`config.mk`:
```
export PLATFORM = sky130hd
export DESIGN_NAME = rst_sequencer
export DESIGN_NICKNAME = d
export VERILOG_FILES = /design/src/rtl/rst_seq_pkg.sv /design/src/rtl/rst_sync.sv /design/src/rtl/rst_sequencer.sv
export SDC_FILE = /design/constraint.sdc
export NUM_CORES = 1
export LEC_CHECK = 0
export BUFFER_PORTS_ARGS = -buffer_cell sky130_fd_sc_hd__buf_2
export CORE_ASPECT_RATIO = 1.1
export CORE_MARGIN = 2
export CORE_UTILIZATION = 63
export DETAILED_ROUTE_END_ITERATION = 8
export PLACE_DENSITY = 0.95
export SYNTH_ARGS = -nofsm -noshare
export SYNTH_HDL_FRONTEND = slang
export SYNTH_HIERARCHICAL = 1
export SYNTH_SLANG_ARGS = --single-unit
export TNS_END_PERCENT = 1
```
`constraint.sdc`:
```
create_clock -name clk_i -period 5.8 [get_ports clk_i]
set_input_delay 0.29 -clock clk_i [delete_from_list [all_inputs] [get_ports clk_i]]
set_output_delay 0.29 -clock clk_i [all_outputs]
set_load 0.1 [all_outputs]
```
`src/rtl/rst_seq_pkg.sv`:
```
// Shared types, parameter defaults and sizing helpers for the reset sequencer.
//
// Contents:
//   state_e         sequencer FSM state encoding
//   Def*            default values for every rst_sequencer parameter
//   width_for()     counter width needed to hold a value in [0, max_val]
//   max3()          largest of three integers
package rst_seq_pkg;

   typedef enum logic [2:0] {
      WAIT_SYNC,
      HOLD,
      RELEASE,
      RUN,
      SOFT
   } state_e;

   localparam int DefNumChannels     = 4;
   localparam int DefSyncStages      = 2;
   localparam int DefHoldCycles      = 2;
   localparam int DefGapCycles       = 1;
   localparam int DefSoftPulseCycles = 4;
   localparam int DefCountWidth      = 32;
   localparam int DefMaxCycleCount   = 16384;

   function automatic int width_for(input int max_val);
      return (max_val < 2) ? 1 : $clog2(max_val + 1);
   endfunction

   function automatic int max3(input int a, input int b, input int c);
      int m;
      m = (a > b) ? a : b;
      return (m > c) ? m : c;
   endfunction

endpackage

```
`src/rtl/rst_sync.sv`:
```
// Async-assert / sync-deassert reset synchroniser.
//
// The chain clears immediately when rst_n_i falls and shifts in ones once it
// rises, so rst_n_sync_o goes high SyncStages posedges after deassertion.
//
// Ports:
//   clk_i         clock
//   rst_n_i       raw asynchronous active-low reset
//   rst_n_sync_o  synchronised active-low reset
module rst_sync #(
   parameter int SyncStages = rst_seq_pkg::DefSyncStages
) (
   input  logic clk_i,
   input  logic rst_n_i,
   output logic rst_n_sync_o
);

   if (SyncStages < 2) begin : g_bad_stages
      $error("rst_sync: SyncStages must be >= 2");
   end

   logic [SyncStages-1:0] chain_q;

   always_ff @(posedge clk_i or negedge rst_n_i) begin
      if (!rst_n_i) begin
         chain_q <= '0;
      end else begin
         chain_q <= {chain_q[SyncStages-2:0], 1'b1};
      end
   end

   assign rst_n_sync_o = chain_q[SyncStages-1];

endmodule

```
`src/rtl/rst_sequencer.sv`:
```
// Reset / clock-domain bring-up sequencer.
//
// Synchronises the release of a raw reset, then releases NumChannels channel
// resets one after another (bit 0 first), counts cycles spent in RUN and
// raises a sticky watchdog flag. A soft request re-runs the sequence without
// clearing the watchdog flag.
//
// Build option: define RST_SEQ_SIM_FINISH_EN to make the block print the
// cycle count and end simulation on the edge the watchdog fires. Without it
// the block contains no system tasks.
//
// Ports:
//   clk_i           clock, all logic on posedge
//   rst_n_i         asynchronous active-low reset (sync deassertion inside)
//   soft_rst_req_i  soft re-sequence request, sampled on posedge
//   rst_n_o         per-channel active-low resets
//   all_released_o  every channel released (state RUN)
//   busy_o          sequencing in progress (state != RUN)
//   cycle_count_o   posedges elapsed in RUN, saturating
//   timeout_o       sticky watchdog flag
//
// state     | meaning
// ----------+-----------------------------------------------------------
// WAIT_SYNC | raw reset released, waiting for the synchroniser output
// HOLD      | all channels in reset, counting down before channel 0
// RELEASE   | channels released one by one, gap timer between them
// RUN       | all channels released, run counter and watchdog active
// SOFT      | soft request: all channels forced into reset for a pulse
module rst_sequencer
   import rst_seq_pkg::*;
#(
   parameter int NumChannels     = DefNumChannels,
   parameter int SyncStages      = DefSyncStages,
   parameter int HoldCycles      = DefHoldCycles,
   parameter int GapCycles       = DefGapCycles,
   parameter int SoftPulseCycles = DefSoftPulseCycles,
   parameter int CountWidth      = DefCountWidth,
   parameter int MaxCycleCount   = DefMaxCycleCount
) (
   input  logic                   clk_i,
   input  logic                   rst_n_i,
   input  logic                   soft_rst_req_i,
   output logic [NumChannels-1:0] rst_n_o,
   output logic                   all_released_o,
   output logic                   busy_o,
   output logic [CountWidth-1:0]  cycle_count_o,
   output logic                   timeout_o
);

   if (NumChannels < 1) begin : g_bad_channels
      $error("rst_sequencer: NumChannels must be >= 1");
   end
   if (SyncStages < 2) begin : g_bad_sync
      $error("rst_sequencer: SyncStages must be >= 2");
   end
   if (HoldCycles < 1) begin : g_bad_hold
      $error("rst_sequencer: HoldCycles must be >= 1");
   end
   if (GapCycles < 0) begin : g_bad_gap
      $error("rst_sequencer: GapCycles must be >= 0");
   end
   if (SoftPulseCycles < 1) begin : g_bad_soft
      $error("rst_sequencer: SoftPulseCycles must be >= 1");
   end
   if (CountWidth < 1) begin : g_bad_width
      $error("rst_sequencer: CountWidth must be >= 1");
   end
   if (MaxCycleCount < 0) begin : g_bad_max_neg
      $error("rst_sequencer: MaxCycleCount must be >= 0");
   end
   if (CountWidth < 31 && MaxCycleCount >= (1 << CountWidth)) begin : g_bad_max_fit
      $error("rst_sequencer: MaxCycleCount does not fit in CountWidth bits");
   end

   // Timer loads are "cycles - 1" so terminal count 0 lands on the target edge.
   localparam int TimerW = width_for(max3(HoldCycles - 1, GapCycles, SoftPulseCycles - 1));
   localparam int ChW    = width_for(NumChannels - 1);

   localparam logic [TimerW-1:0]     HoldLoad = TimerW'(HoldCycles - 1);
   localparam logic [TimerW-1:0]     GapLoad  = TimerW'(GapCycles);
   localparam logic [TimerW-1:0]     SoftLoad = TimerW'(SoftPulseCycles - 1);
   localparam logic [ChW-1:0]        LastCh   = ChW'(NumChannels - 1);
   localparam logic [CountWidth-1:0] WdogThr  = CountWidth'(MaxCycleCount);
   localparam bit                    WdogEn   = (MaxCycleCount != 0);

   state_e                 state_q, state_d;
   logic [TimerW-1:0]      timer_q, timer_d;
   logic [ChW-1:0]         ch_idx_q, ch_idx_d;
   logic [NumChannels-1:0] rst_q, rst_d;
   logic [CountWidth-1:0]  count_q, count_d;
   logic                   timeout_q, timeout_d;

   logic                   sync_rst_n;
   logic                   soft_take;
   logic [NumChannels-1:0] chan_bit;

   rst_sync #(
      .SyncStages (SyncStages)
   ) u_rst_sync (
      .clk_i        (clk_i),
      .rst_n_i      (rst_n_i),
      .rst_n_sync_o (sync_rst_n)
   );

   assign chan_bit = NumChannels'(1) << ch_idx_q;

   // Requests during WAIT_SYNC or SOFT are dropped, so a pulse is never stretched.
   assign soft_take = soft_rst_req_i && (state_q inside {HOLD, RELEASE, RUN});

   always_comb begin
      state_d   = state_q;
      timer_d   = timer_q;
      ch_idx_d  = ch_idx_q;
      rst_d     = rst_q;
      count_d   = count_q;
      timeout_d = timeout_q;

      // Soft request has priority over the final release on the same edge.
      if (soft_take) begin
         state_d  = SOFT;
         timer_d  = SoftLoad;
         ch_idx_d = '0;
         rst_d    = '0;
         count_d  = '0;
      end else begin
         unique case (state_q)
            WAIT_SYNC: begin
               if (sync_rst_n) begin
                  state_d  = HOLD;
                  timer_d  = HoldLoad;
                  ch_idx_d = '0;
               end
            end
            HOLD, RELEASE: begin
               if (timer_q == '0) begin
                  rst_d = rst_q | chan_bit;
                  if (ch_idx_q == LastCh) begin
                     state_d = RUN;
                  end else begin
                     state_d  = RELEASE;
                     ch_idx_d = ch_idx_q + ChW'(1);
                     timer_d  = GapLoad;
                  end
               end else begin
                  timer_d = timer_q - TimerW'(1);
               end
            end
            RUN: begin
               if (count_q != '1) begin
                  count_d = count_q + CountWidth'(1);
               end
               if (WdogEn && (count_d == WdogThr)) begin
                  timeout_d = 1'b1;
               end
            end
            SOFT: begin
               if (timer_q == '0) begin
                  state_d  = HOLD;
                  timer_d  = HoldLoad;
                  ch_idx_d = '0;
               end else begin
                  timer_d = timer_q - TimerW'(1);
               end
            end
            default: begin
               state_d = WAIT_SYNC;
            end
         endcase
      end
   end

   always_ff @(posedge clk_i or negedge rst_n_i) begin
      if (!rst_n_i) begin
         state_q   <= WAIT_SYNC;
         timer_q   <= '0;
         ch_idx_q  <= '0;
         rst_q     <= '0;
         count_q   <= '0;
         timeout_q <= 1'b0;
      end else begin
         state_q   <= state_d;
         timer_q   <= timer_d;
         ch_idx_q  <= ch_idx_d;
         rst_q     <= rst_d;
         count_q   <= count_d;
         timeout_q <= timeout_d;
      end
   end

   assign rst_n_o        = rst_q;
   assign all_released_o = (state_q == RUN);
   assign busy_o         = (state_q != RUN);
   assign cycle_count_o  = count_q;
   assign timeout_o      = timeout_q;

`ifdef RST_SEQ_SIM_FINISH_EN
   always @(posedge clk_i) begin
      if (rst_n_i && timeout_d && !timeout_q) begin
         $display("rst_sequencer: watchdog timeout, cycle_count_o=%0d", count_d);
         $finish;
      end
   end
`endif

endmodule

```
==> reports/qor.txt, run 1 <==
Int Pwr: 615.1 uW
post-placement setup slack: 2969 ps
sequential fraction of the synthesis area: 0.3601
die height: 78.71 um
worst hold-check path type: in -> async
hold_buf cts: 0
clk sinks: 46
DRT iter0 DRCs: 357
initial antenna violation count: 0
# Post-CTS Setup Buffers: 0
Core Box Area: 4966 sq um
gr usage total: 0.3166
Max Cap Viol: 0
via count: 3231
Slew Limit Fails: 0
n_diodes: 0
worst flop-to-flop path startpoint: cycle_count_o[25]
Fin Clk Skew: 9.336 ps
first-pass GRT wire length: 14260 um
most common cell after layout, fill and taps aside: o21ai_0
Static Leak: 0.001600 uW
CTS resizes: 0
Initial Util: 0.6437
post-synthesis instance total: 391
largest net degree at the start of global routing: 47
most frequent cells in the layout: o21ai_0 (55), nand2_1 (51), dfrtp_1 (46)
Cell Pwr Density: 296.7 nW/um^2
WS Path Type: reg -> reg
switching share of power: 0.4112
Arr. time, crit path: 3150 ps
Synth Flop Type: dfrtp_1
chip width: 71.92 um
Layout Nets: 424
Setup crit start: cycle_count_o[25]
fin area: 3521 sq um
total grt overflow: 0
Multi-input gate area: 1913 sq um
clock transition at the registers of the reported paths: 100 ps
register area: 1151 sq um
HPWL Detailed: 5884 um
Post-synth ARST share: 1.000
fmax: 0.3452 GHz
PortBufs: 41
CTS tree: built
Rel. slew slack: 0.3201
flops & latches, synth: 46
P&R area growth vs syn: 10.14%
via/cell ratio: 6.802
fin crit share: 0.4995
wire per inst: 17.84 um
Critical Path Fanout Max: 13
TritonCTS buffer count: 5
status: finished, final reports clean
placed inst area: 3383 sq um
DRC viols: 0
syn_nets: 399
Mean Syn Cell Area: 8.176 sq um
Worst Reg2Reg Path Length in Cells: 7
Clock Tree Root: clkbuf_8
Routed WL: 8473 um
share of cells above drive strength 1: 0.1655
worst skew pair latency: 300 ps
DR pass1 iterations: 5
FILL cells: 406
Setup crit start kind: register
number of global-route vias before repair: 2998
yosys warns: 6
fin worst setup slack: 2903 ps
Comb pwr share: 0.334
RSZ-0062 raised after global routing: no
H-tree depth reported by CTS: 2
Period minus WS final: 2897 ps
I/O pin cnt: 42
endpoints failing hold: 0
sw power: 429.6 uW
final setup fails: 0
Antenna Nets Post-Route: 0
count of different cell masters after synthesis: 61
critical path endpoint category: register
TNS Setup: 0 ps
Least-Margin Pin Slew: 1020 ps
Flop pwr share: 0.385
Worst Path Required: 6050 ps
Routability Congestion: 0.9490
Clock Power Share: 0.281
total chip power: 1045 uW
r2r setup slk: 2900 ps
die area: 5661 sq um
reg2reg end: timeout_o
synthesized area: 3197 sq um
EDFF count, synth: 0
CTS Buffer Depth: 2
Cell Rows: 27
Worst VDD drop: 0.2056 mV
-- cell usage after synthesis, drive strengths merged (2+ instances only) --
cell type  number  share of area
dfrtp          46           0.36
a21o            2         0.0047
mux2i           5          0.016
buf            10          0.018
and3            9          0.018
a21oi          17          0.027
o31ai          10          0.023
nor2           38          0.045
nand3          14          0.022
a31oi           9          0.018
and4            7          0.020
a22o            3         0.0082
or4             2         0.0063
nand3b          2         0.0047
a211oi          2         0.0063
nor4            5          0.014
ha              5          0.020
xor2            5          0.014
a211o           2         0.0059
clkbuf         16          0.019
nor3           10          0.016
o2111ai         2         0.0055
and2            4         0.0078
xnor2           9          0.025
nand4          21          0.052
a2111oi         4          0.020
nand2          52          0.063
inv             5         0.0059
o21ai          55          0.086
o211ai          3         0.0070
-- cell type report --
class | instances | share of cell area
Clock buffer | 5 | 0.01955
Clock inverter | 3 | 0.01955
Inverter | 5 | 0.005330
Multi-Input combinational cell | 314 | 0.5434
Sequential cell | 46 | 0.3269
Tap cell | 58 | 0.02061
Timing Repair Buffer | 44 | 0.06468
-- flip-flops by register name (all words and copies together), names as in the netlist --
signal,count
timeout_o,1
rst_n_o,4
state_q,3
ch_idx_q,2
cycle_count_o,32
timer_q,2
u_rst_sync/chain_q,2
-- worst max path at each step --
stage | endpoint | cells past startpoint
after global placement | timeout_o | 7
final | timeout_o | 7
after global routing | timeout_o | 7
after floorplan | cycle_count_o[20] | 7
after CTS | timeout_o | 7
after detailed placement | timeout_o | 7
-- critical path, cell delays in order (launching register included) --
cell and delay (ps):
dfrtp_1 580, nand4_4 190, nor4_4 820, a2111oi_1 280, xnor2_1 240, o2111ai_1 150
a2111oi_2 360, a41o_1 210
-- metal layers --
| layer | wire length, um | GRT usage | part of all wire | vias up |
|---|---|---|---|---|
| met1 | 3396 | 0.4118 | 0.40 | 1526 |
| met4 | 233 | 0.1208 | 0.027 | 0 |
| met5 | 0 | 0 | 0 | - |
| met3 | 721 | 0.05203 | 0.085 | 23 |
| li1 | - | - | - | 1496 |
| met2 | 4121 | 0.5269 | 0.49 | 186 |
-- stage by stage --
step	hold slack [ps]	util	cells
after floorplan	-5.591	-	391
after global placement	333.4	0.6813	467
after detailed placement	370.0	0.6813	467
after CTS	187.3	0.7090	475
after global routing	229.1	0.7090	475
final	151.5	0.7090	475
-- power groups by stage --
stage                     clock (uW)  sequential (uW)  combinational, uW
after global placement             0              405                335
after detailed placement           0              408                349
final                            293              403                349
after CTS                        295              402                350
after floorplan                    0              477                202
after global routing             310              411                384
-- logic make-up after synthesis --
| kind of cell | share of synthesized area |
|---|---|
| adders and majority gates | 0.01957 |
| DFF | 0.3601 |
| AOI/OAI and AO/OA | 0.2337 |
| other | 0.001173 |
| buffers and inverters | 0.04344 |
| xor gates and xnor gates | 0.03836 |
| and+or+nand+nor | 0.2845 |
| muxes | 0.01918 |
(Power assumes the default switching activity.)
==> run 2: changes to the inputs <==
CORE_UTILIZATION = 58   (was 63)
PLACE_DENSITY = 0.91   (was 0.95)
clock period = 2.75 ns   (was 5.8 ns; I/O delays follow)
==> reports/qor.txt, run 2 (synthesized netlist as in run 1, its figures left out) <==
largest net degree at the start of global routing: 47
TritonCTS buffer count: 5
most frequent cells in the layout: nand2_1 (51), o21ai_0 (41), buf_2 (41)
CTS tree: built
Arr. time, crit path: 2860 ps
register area: 1175 sq um
fin crit share: 0.9513
Worst Reg2Reg Path Length in Cells: 10
share of cells above drive strength 1: 0.2676
WS Path Type: reg -> reg
n_diodes: 0
worst skew pair latency: 310 ps
critical path endpoint category: register
PortBufs: 41
Period minus WS final: 2616 ps
status: complete, but fails checks
hold_buf cts: 0
Worst VDD drop: 0.3994 mV
chip width: 74.79 um
number of global-route vias before repair: 2915
via/cell ratio: 6.366
Fin Clk Skew: 7.290 ps
Static Leak: 0.001667 uW
Antenna Nets Post-Route: 0
Routability Congestion: 0.9534
fmax: 0.3823 GHz
I/O pin cnt: 42
via count: 3285
FILL cells: 429
Rel. slew slack: 0.3173
first-pass GRT wire length: 13990 um
total grt overflow: 0
Routed WL: 8869 um
clk sinks: 46
clock transition at the registers of the reported paths: 100 ps
Multi-input gate area: 1932 sq um
Initial Util: 0.5964
die height: 81.87 um
failing checks: hold timing
final setup fails: 0
DR pass1 iterations: 5
Slew Limit Fails: 0
fin cells: 516
worst hold-check path type: in -> async
gr usage total: 0.2962
Clock Tree Root: clkbuf_8
endpoints failing hold: 2
wire per inst: 17.19 um
Layout Nets: 448
initial antenna violation count: 0
max reg flops: 32
DRC viols: 0
Max Cap Viol: 0
HPWL Detailed: 6236 um
most common cell after layout, fill and taps aside: nand2_1
Least-Margin Pin Slew: 1024 ps
fin worst setup slack: 134.0 ps
Setup crit start kind: register
die area: 6122 sq um
CTS Buffer Depth: 2
post-placement setup slack: 76.27 ps
WHS: -5.817 ps
P&R area growth vs syn: 16.52%
# placed instances: 504
Core Box Area: 5360 sq um
Worst Path Required: 3000 ps
DRT iter0 DRCs: 324
Cell Rows: 28
Cell Pwr Density: 552.2 nW/um^2
H-tree depth reported by CTS: 2
Critical Path Fanout Max: 7
-- run 2: cell types whose count changed in the layout (fill, tap and decap cells not counted), moves of 2 or more --
cell and delta:
and4_1 -2, clkinvlp_4 +2, buf_4 +24, o21ai_0 -14, bufinv_16 -2, dfrtp_1 -19, o21ai_1 +14, dfrtp_2 +19
and4_2 +2
-- run 2: report_power, final --
group          internal [uW]  total (uW)  switching [uW]  leakage, uW
sequential               746         855             108     0.000594
combinational            192         761             568      0.00103
clock                    184         442             258    0.0000447
-- run 2: layout make-up --
type | count | area share
Timing Repair Buffer | 68 | 0.1095
Sequential cell | 46 | 0.3154
Multi-Input combinational cell | 314 | 0.5186
Inverter | 5 | 0.006046
Tap cell | 75 | 0.02519
Clock inverter | 3 | 0.006718
Clock buffer | 5 | 0.01847
-- run 2: worst paths after layout --
kind                                  startpoint                    end  slack, ps
min                                      rst_n_i            ch_idx_q[0]         -6
min reg2reg                u_rst_sync/chain_q[0]  u_rst_sync/chain_q[1]        360
max                             cycle_count_o[0]              timeout_o        130
max in group asynchronous                rst_n_i      cycle_count_o[25]       2040
min in group clk_i                soft_rst_req_i             state_q[1]        100
max reg2reg                     cycle_count_o[0]              timeout_o        130
-- run 2: routing by layer --
metal / track usage / up-vias / share of wire
li1: - / 1552 / -
met1: 0.4006 / 1528 / 0.41
met2: 0.4690 / 181 / 0.47
met3: 0.05644 / 24 / 0.091
met4: 0.1125 / 0 / 0.027
met5: 0 / - / 0
-- run 2: critical path, stage by stage, from the launching register on --
cell     delay, ps
dfrtp_2        460
ha_1           270
nand3_1        180
nor4_2          80
buf_4          180
buf_4          140
a21oi_2        240
nand2_1        150
a22o_1         260
nor4_1         390
a41o_1         230
-- run 2: repair_timing --
action	4_1_cts	5_1_grt
setup endpoints to repair	0	1
buffers inserted	0	4
endpoints found under the hold margin	0	0
gates resized for setup	0	4
-- run 2: per-stage QoR --
| stage | total power, uW | instance area (sq um) | setup TNS [ps] | utilization |
|---|---|---|---|---|
| 2_1_floorplan | 1476 | 3262 | -5544 | - |
| 3_3_place_gp | 1584 | 3590 | 0 | 0.6697 |
| 3_5_place_dp | 1615 | 3590 | 0 | 0.6697 |
| 4_1_cts | 2054 | 3684 | 0 | 0.6872 |
| 5_1_grt | 2170 | 3725 | -6.187 | 0.6949 |
| 6_report | 2057 | 3725 | 0 | 0.6949 |
==> run 3: changes to the inputs <==
--- a/config.mk
+++ b/config.mk
@@ -7,2 +7,3 @@
 export LEC_CHECK = 0
+export ABC_AREA = 1
 export BUFFER_PORTS_ARGS = -buffer_cell sky130_fd_sc_hd__buf_2
--- a/constraint.sdc
+++ b/constraint.sdc
@@ -3,2 +3,2 @@
 set_output_delay 0.1375 -clock clk_i [all_outputs]
-set_load 0.1 [all_outputs]
+set_load 0.05 [all_outputs]
==> reports/qor.txt, run 3 <==
top cell type's share of synthesized area: 0.3757
Core Box Area: 5067 sq um
CTS resizes: 0
share of cells above drive strength 1: 0.1214
Routed WL: 9226 um
TNS Setup: 0 ps
Routability Congestion: 0.9834
fin area: 3405 sq um
final setup fails: 0
endpoints failing hold: 0
I/O pin cnt: 42
Synth Flop Type: dfrtp_1
Antenna Nets Post-Route: 0
Slew Limit Fails: 0
clock transition at the registers of the reported paths: 90 ps
die height: 80.23 um
sequential fraction of the synthesis area: 0.3757
PortBufs: 41
DR pass1 iterations: 6
Rel. slew slack: 0.3060
yosys warns: 6
Commonest cells post-synth: nand2_1 (153), nor2_1 (78), inv_1 (58)
worst hold-check path type: in -> async
hold_buf cts: 0
via count: 3298
number of global-route vias before repair: 3071
most frequent cells in the layout: nand2_1 (153), nor2_1 (78), inv_1 (58)
Crit path top cell by count: nand2_1
GR peak layer: met2
Static Leak: 0.001607 uW
crit-path max cell delay: 490 ps
Mean Syn Cell Area: 6.437 sq um
Worst Path Required: 2950 ps
EDFF count, synth: 0
Least-Margin Pin Slew: 1041 ps
total chip power: 1972 uW
HPWL Detailed: 7073 um
total grt overflow: 0
# Post-CTS Setup Buffers: 0
H-tree depth reported by CTS: 2
worst flop-to-flop path startpoint: cycle_count_o[0]
Setup crit start: cycle_count_o[0]
Fin Clk Skew: 8.426 ps
Setup crit start kind: register
largest net degree at the start of global routing: 47
Period minus WS final: 2346 ps
status: finished, final reports clean
RSZ-0062 raised after global routing: no
max reg flops: 32
CP max stage cell: dfrtp_1
grt met1 use: 0.4066
Area contributors post-synth: dfrtp_1 (38%), nand2_1 (19%), nor2_1 (9.6%)
count of different cell masters after synthesis: 29
CTS Buffer Depth: 2
most common cell after layout, fill and taps aside: nand2_1
r2r setup slk: 400 ps
first-pass GRT wire length: 14680 um
synthesized area: 3064 sq um
flops & latches, synth: 46
post-synthesis instance total: 476
CTS tree: built
initial antenna violation count: 0
wire per inst: 15.99 um
Worst VDD drop: 0.5306 mV
routing usage on met2: 0.5766
DRC viols: 0
met3 usage: 0.05270
P&R area growth vs syn: 11.11%
# placed instances: 569
syn_nets: 484
Cell Pwr Density: 579.1 nW/um^2
Initial Util: 0.6047
TritonCTS buffer count: 5
die area: 5881 sq um
fin crit share: 0.8532
most common cell in the netlist: nand2_1
Max Cap Viol: 0
clk sinks: 46
WS Path Type: reg -> reg
Arr. time, crit path: 2550 ps
via/cell ratio: 5.716
Cell Rows: 27
n_diodes: 0
critical path endpoint category: register
Clock Tree Root: clkbuf_8
fin cells: 577
gr usage total: 0.3294
DRT iter0 DRCs: 281
Layout Nets: 526
worst skew pair latency: 300 ps
chip width: 73.30 um
placed inst area: 3318 sq um
Post-synth ARST share: 1.000
crit-path cells: ha_1 > nand3_2 > inv_2 > nand2_4 > nor2_4 > nand2_2 > inv_1 > nor2_1 > nand2_1 > nor2_1 > nand2_1 > nor2_1 > nand2_1 > nand2_1
Critical Path Fanout Max: 13
Yosys top cell by area: dfrtp_1
fmax: 0.4262 GHz
run 3: power by group:
| part | internal, uW | switching (uW) |
|---|---|---|
| registers | 760 | 66.1 |
| clock network | 180 | 235 |
| logic | 186 | 545 |
| total | 1130 | 846 |
run 3: layout make-up:
| type | count | area, sq um |
|---|---|---|
| timing repair buffer | 44 | 227.7 |
| inverter | 60 | 225.2 |
| clock inverter | 2 | 13.76 |
| multi-input combinational | 361 | 1642 |
| fill | 469 | 1663 |
| tap | 58 | 72.57 |
| sequential | 46 | 1151 |
| clock buffer | 6 | 72.57 |
run 3: worst paths after layout:
| path | end | cells past startpoint |
|---|---|---|
| setup / recovery | timeout_o | 14 |
| hold / removal | cycle_count_o[23] | 1 |
| setup reg to reg | timeout_o | 14 |
| hold reg to reg | u_rst_sync/chain_q[1] | 0 |
| max in group asynchronous | cycle_count_o[0] | 1 |
| min in group clk_i | state_q[1] | 2 |
run 3: critical path: cells and delay by family (launching register included):
| kind | cells | cell delay [ps] |
|---|---|---|
| buffers and inverters | 2 | 480 |
| flip-flops | 1 | 490 |
| adder cells (fa/ha/maj) | 1 | 290 |
| AND/OR/NAND/NOR | 11 | 990 |
run 3: routing by layer:
metal  part of all wire  wire length, um
met1               0.41             3783
met5                  0                0
met2               0.49             4530
met3              0.062              575
met4              0.037              337
run 3: through the flow:
| stage | utilization | setup WS (ps) | hold WS [ps] |
|---|---|---|---|
| 3_5_place_dp | 0.6548 | 452.2 | 339.4 |
| 3_3_place_gp | 0.6548 | 580.7 | 333.3 |
| 4_1_cts | 0.6719 | 448.4 | 64.72 |
| 6_report | 0.6719 | 403.6 | 16.28 |
| 2_1_floorplan | - | 453.5 | -158.1 |
| 5_1_grt | 0.6719 | 203.9 | 89.04 |
run 3: kinds of logic after synthesis:
kind of cell / share of synthesized area
flip-flops: 0.3757
AO/OA/AOI/OAI: 0.09841
XOR/XNOR: 0.01429
buffers and inverters: 0.08861
other: 0.001224
adder cells (fa/ha/maj): 0.02042
AND/OR/NAND/NOR: 0.4014
